**config.mk**
```make
export PLATFORM = sky130hd
export DESIGN_NAME = dmem_store_buffer
export DESIGN_NICKNAME = d
export VERILOG_FILES = /design/src/rtl/dmem_store_buffer.sv
export SDC_FILE = /design/constraint.sdc
export NUM_CORES = 1
export LEC_CHECK = 0
export ABC_AREA = 1
export ABC_CLOCK_PERIOD_IN_PS = 8800
export BUFFER_PORTS_ARGS = -buffer_cell sky130_fd_sc_hd__clkbuf_2
export CORE_ASPECT_RATIO = 1.75
export CORE_UTILIZATION = 55
export CTS_CLUSTER_DIAMETER = 120
export DETAILED_ROUTE_END_ITERATION = 6
export PLACE_DENSITY = 0.87
export SLEW_MARGIN = 10
export SYNTH_ARGS = -nofsm -noshare
export SYNTH_HDL_FRONTEND = slang
export SYNTH_SLANG_ARGS = --single-unit
```
**constraint.sdc**
```tcl
create_clock -name clk -period 8.8 [get_ports clk]
set_clock_uncertainty 0.05 [all_clocks]
set_input_delay 0.44 -clock clk [delete_from_list [all_inputs] [get_ports clk]]
set_output_delay 0.44 -clock clk [all_outputs]
set_load 0.01 [all_outputs]
```
**src/rtl/dmem_store_buffer.sv**
```systemverilog
// dmem_store_buffer: in-order store buffer between the store unit and the
// data-memory write port, with optional per-lane store-to-load forwarding.
// Define DMEM_STB_FWD_EN to build the forwarding comparators; when it is
// undefined, fwd_be/fwd_data are tied to 0 and ld_addr is ignored.
module dmem_store_buffer #(
  parameter int DEPTH = 4,
  parameter int AW    = 8
) (
  input  logic                     clk,
  input  logic                     rst,
  input  logic                     in_valid,
  output logic                     in_ready,
  input  logic [AW-1:0]            in_addr,
  input  logic [7:0]               in_be,
  input  logic [63:0]              in_data,
  output logic                     mem_wr_valid,
  input  logic                     mem_wr_ready,
  output logic [AW-1:0]            mem_wr_addr,
  output logic [7:0]               mem_wr_be,
  output logic [63:0]              mem_wr_data,
  input  logic [AW-1:0]            ld_addr,
  output logic [7:0]               fwd_be,
  output logic [63:0]              fwd_data,
  output logic [$clog2(DEPTH):0]   count,
  output logic                     empty
);

  localparam int PW = $clog2(DEPTH);
  localparam int CW = PW + 1;
  localparam logic [CW-1:0] FULL = CW'(DEPTH);

  logic [AW-1:0] r_addr [DEPTH];
  logic [7:0]    r_be   [DEPTH];
  logic [63:0]   r_data [DEPTH];
  logic [DEPTH-1:0] r_vld;
  logic [PW-1:0] r_wptr;
  logic [PW-1:0] r_rptr;
  logic [CW-1:0] r_count;

  logic w_push;
  logic w_pop;
  logic w_empty;

  assign w_empty      = (r_count == '0);
  assign empty        = w_empty;
  assign count        = r_count;
  assign in_ready     = (r_count != FULL);
  // Zero-lane requests are acknowledged but never occupy an entry.
  assign w_push       = in_valid && in_ready && (in_be != 8'h00);
  assign mem_wr_valid = !w_empty;
  assign w_pop        = mem_wr_valid && mem_wr_ready;

  assign mem_wr_addr  = w_empty ? '0 : r_addr[r_rptr];
  assign mem_wr_be    = w_empty ? '0 : r_be[r_rptr];
  assign mem_wr_data  = w_empty ? '0 : r_data[r_rptr];

  // Pointer, occupancy and per-entry valid bookkeeping.
  always_ff @(posedge clk or posedge rst) begin
    if (rst) begin
      r_wptr  <= '0;
      r_rptr  <= '0;
      r_count <= '0;
      r_vld   <= '0;
    end else begin
      if (w_pop) begin
        r_rptr        <= r_rptr + 1'b1;
        r_vld[r_rptr] <= 1'b0;
      end
      if (w_push) begin
        r_wptr        <= r_wptr + 1'b1;
        r_vld[r_wptr] <= 1'b1;
      end
      case ({w_push, w_pop})
        2'b10:   r_count <= r_count + 1'b1;
        2'b01:   r_count <= r_count - 1'b1;
        default: r_count <= r_count;
      endcase
    end
  end

  // Entry payload; contents are don't-care until the valid bit is set.
  always_ff @(posedge clk) begin
    if (w_push) begin
      r_addr[r_wptr] <= in_addr;
      r_be[r_wptr]   <= in_be;
      r_data[r_wptr] <= in_data;
    end
  end

`ifdef DMEM_STB_FWD_EN
  logic [7:0]    w_fwd_be;
  logic [63:0]   w_fwd_data;
  logic [PW-1:0] w_idx;

  // Walk entries oldest to youngest so younger matching lanes overwrite older ones.
  // The entry popping this cycle is still valid here; this cycle's push is not yet stored.
  always_comb begin
    w_fwd_be   = '0;
    w_fwd_data = '0;
    w_idx      = '0;
    for (int i = 0; i < DEPTH; i++) begin
      w_idx = r_rptr + PW'(i);
      if (r_vld[w_idx] && (r_addr[w_idx] == ld_addr)) begin
        for (int b = 0; b < 8; b++) begin
          if (r_be[w_idx][b]) begin
            w_fwd_be[b]          = 1'b1;
            w_fwd_data[8*b +: 8] = r_data[w_idx][8*b +: 8];
          end
        end
      end
    end
  end

  assign fwd_be   = w_fwd_be;
  assign fwd_data = w_fwd_data;
`else
  logic w_unused_fwd;

  assign fwd_be       = '0;
  assign fwd_data     = '0;
  assign w_unused_fwd = ^{ld_addr, r_vld};
`endif

endmodule

```
==> impl_metrics.py <==
metrics = {
    "timing": {
        "rsz0062_at_grt": "no",
        "setup-tns-final_ps": 0,
        "fin_crit_sh_pct": 46.3,
        "setup_viol": 0,
        "fmax_mhz": 246,
        "drv_slew": 0,
        "min_period_ps": 4070,
        "tightest_slew_ps": 1080,
        "relSlewSlack_pct": 27.7,
        "hold_ws_ps": 59.3,
        "hold_viol_final": 0,
    },
    "floorplanning": {
        "die_w_um": 120,
        "pin_count": 250,
        "start_util_pct": 55.8,
        "core-area_sq_um": 23900,
        "die_area_sq_um": 24900,
        "die_h_um": 208,
        "num_rows": 75,
    },
    "cells_and_area": {
        "areaGrowthSynthToFinish_pct": 12.4,
        "fin_nets": 1333,
        "nFillCells": 1722,
        "fin_util_pct": 62.8,
        "drive_above_1_share_pct": 18.4,
    },
    "place": {
        "numPortBuffers": 169,
        "hpwl_mm": 15.2,
        "routabilityCongestion": 0.751,
    },
    "critical_path": {
        "cp-start-kind": "register",
        "cp-end-kind": "primary output",
        "worst-setup-path-type": "register to primary output",
        "cp.required_ps": 8310,
        "r2r_setup_slack_ps": 6040,
        "critPathArrivalTime_ps": 3580,
        "crit_path_max_fanout": 88,
    },
    "clocking": {
        "h-tree-depth": 1,
        "cts_resized": 0,
        "path_clk_slew_ps": 70,
        "clockRootBuffer": "clkbuf_16",
        "insertion_delay_ps": 540,
        "cts.sinks": 327,
        "cts_buffer_depth": 3,
        "cts-buffers-inserted": 27,
        "cts_tree": "done",
    },
    "yosys": {
        "synth_area_sq_um": 13400,
        "syn_inst": 1084,
        "yosysWarnings": 0,
        "yosys.area.top_type": "edfxtp_1",
        "synth_seq_cells": 327,
        "seq_area_frac_synth_pct": 73.2,
        "synth_top_area_share_pct": 71.9,
        "yosys-top-cells-area": "edfxtp_1 (72%), nor2_1 (9.2%), o21ai_0 (5.5%)",
        "synth_cell_type_count": 22,
        "synth.avg_cell_area_sq_um": 12.3,
    },
    "global_route": {
        "grt_pass1_wl_mm": 41.4,
        "grt_max_degree": 89,
        "grt_usage_pct": 21.8,
        "grt_overflow": 0,
        "grt_pass1_vias": 8412,
        "antenna_found_initial": 4,
    },
    "hold_path": {
        "hp-class": "input port to register",
    },
    "outcome": {
        "run_status": "complete, no violations",
    },
    "detailed_routing": {
        "wire_per_inst_um": 17.4,
        "ant_nets": 0,
        "drt_iter0_drc": 572,
        "wl_mm": 27.1,
        "num_vias": 8453,
        "drc_errors": 0,
        "dr.pass1.iters": 6,
        "via_per_inst": 5.41,
    },
    "power": {
        "p_leak_nw": 5.54,
        "ir_worst_vdd_mv": 0.227,
        "powerDensity_nw_per_um2": 350,
    },
    "run": {
        "max-cap-violations": 0,
    },
}
==> worst max-delay path, stage by stage, from the launching register on <==
cell,delay (ps)
dfrtp_4,830
inv_4,650
buf_4,760
o21ai_0,320
a21oi_1,240
clkbuf_2,170
==> Yosys cell counts (all sizes together) <==
| library cell | number |
|---|---|
| fa | 1 |
| xor2 | 2 |
| inv | 23 |
| conb | 1 |
| xnor2 | 1 |
| clkbuf | 23 |
| a21oi | 80 |
| edfxtp | 320 |
| o21ai | 162 |
| buf | 109 |
| nand2 | 17 |
| dfrtp | 7 |
| ha | 5 |
| nand3 | 3 |
| nor2 | 329 |
| a21boi | 1 |
==> where the power goes <==
group	internal [mW]	switching, mW	total (mW)
Combinational	0.608	1.28	1.89
Sequential	2.05	0.170	2.22
Clock	0.648	0.503	1.15
==> path summary, 6_finish.rpt <==
path / cells past startpoint / from / end
hold / removal: 1 / in_data[21] / r_data[3][21]
setup / recovery: 5 / r_rptr[0] / mem_wr_data[51]
max in group asynchronous: 3 / rst / r_rptr[0]
hold reg to reg: 2 / r_wptr[1] / r_wptr[1]
min in group asynchronous: 3 / rst / r_wptr[0]
setup reg to reg: 4 / r_rptr[0] / r_rptr[1]
==> through the flow <==
step | power [mW] | instance area [sq um] | std cells | setup WS (ps)
6_report | 5.26 | 15000 | 1563 | 4730
5_1_grt | 5.56 | 15000 | 1563 | 4510
4_1_cts | 5.29 | 15000 | 1561 | 4690
3_5_place_dp | 4.14 | 14200 | 1513 | 5300
3_3_place_gp | 4.06 | 14200 | 1513 | 5380
2_1_floorplan | 3.47 | 13600 | 1155 | 3910
==> area by class of cell <==
type,count,area (sq um),share of cell area [%]
multi-input cells,673,2940,19.6
repair buffers,183,953,6.35
inverters,23,88.8,0.591
well taps,308,385,2.57
diodes,2,5.00,0.0333
clock buffers,29,683,4.55
flip-flops and latches,327,9790,65.2
clock inverters,18,170,1.13
==> layer usage <==
layer	global-route usage, %	vias to the layer above	share of wire, %
li1	-	3936	-
met1	21.2	4027	33
met2	42.2	401	56
met3	3.18	85	6.2
met4	13.3	4	5.2
met5	0	-	0.11
==> cells by family (layout without fill, tap and decap cells) <==
kind of cell    Yosys count  after routing  synth area share [%]
fa+ha+maj                 6              6                 0.618
other cells               1             74                0.0281
xor+xnor                  3              3                 0.197
compound gates          243            243                  9.12
simple gates            349            349                  9.83
buf+inv                 155            253                  6.96
flops                   327            327                  73.2
==> registers in the layout, summed over array words and instances, names as in the netlist <==
signal and count:
r_be 32, r_addr 32, r_wptr 2, count 3
r_data 256, r_rptr 2
==> placed cells by master (no fill, tap or decap), types with 6 or more instances in the layout <==
cell / n
a21oi_1: 80
conb_1: 72
inv_1: 20
o21ai_1: 16
nor2_1: 325
nand2_1: 17
buf_4: 13
clkbuf_16: 27
edfxtp_1: 320
o21ai_0: 146
clkbuf_2: 169
clkinv_1: 6
==> what timing repair did <==
action	4_1_cts	5_1_grt
hold endpoints to repair	7	0
hold buffers	1	0
buffers inserted	0	0
(Power assumes the default switching activity.)
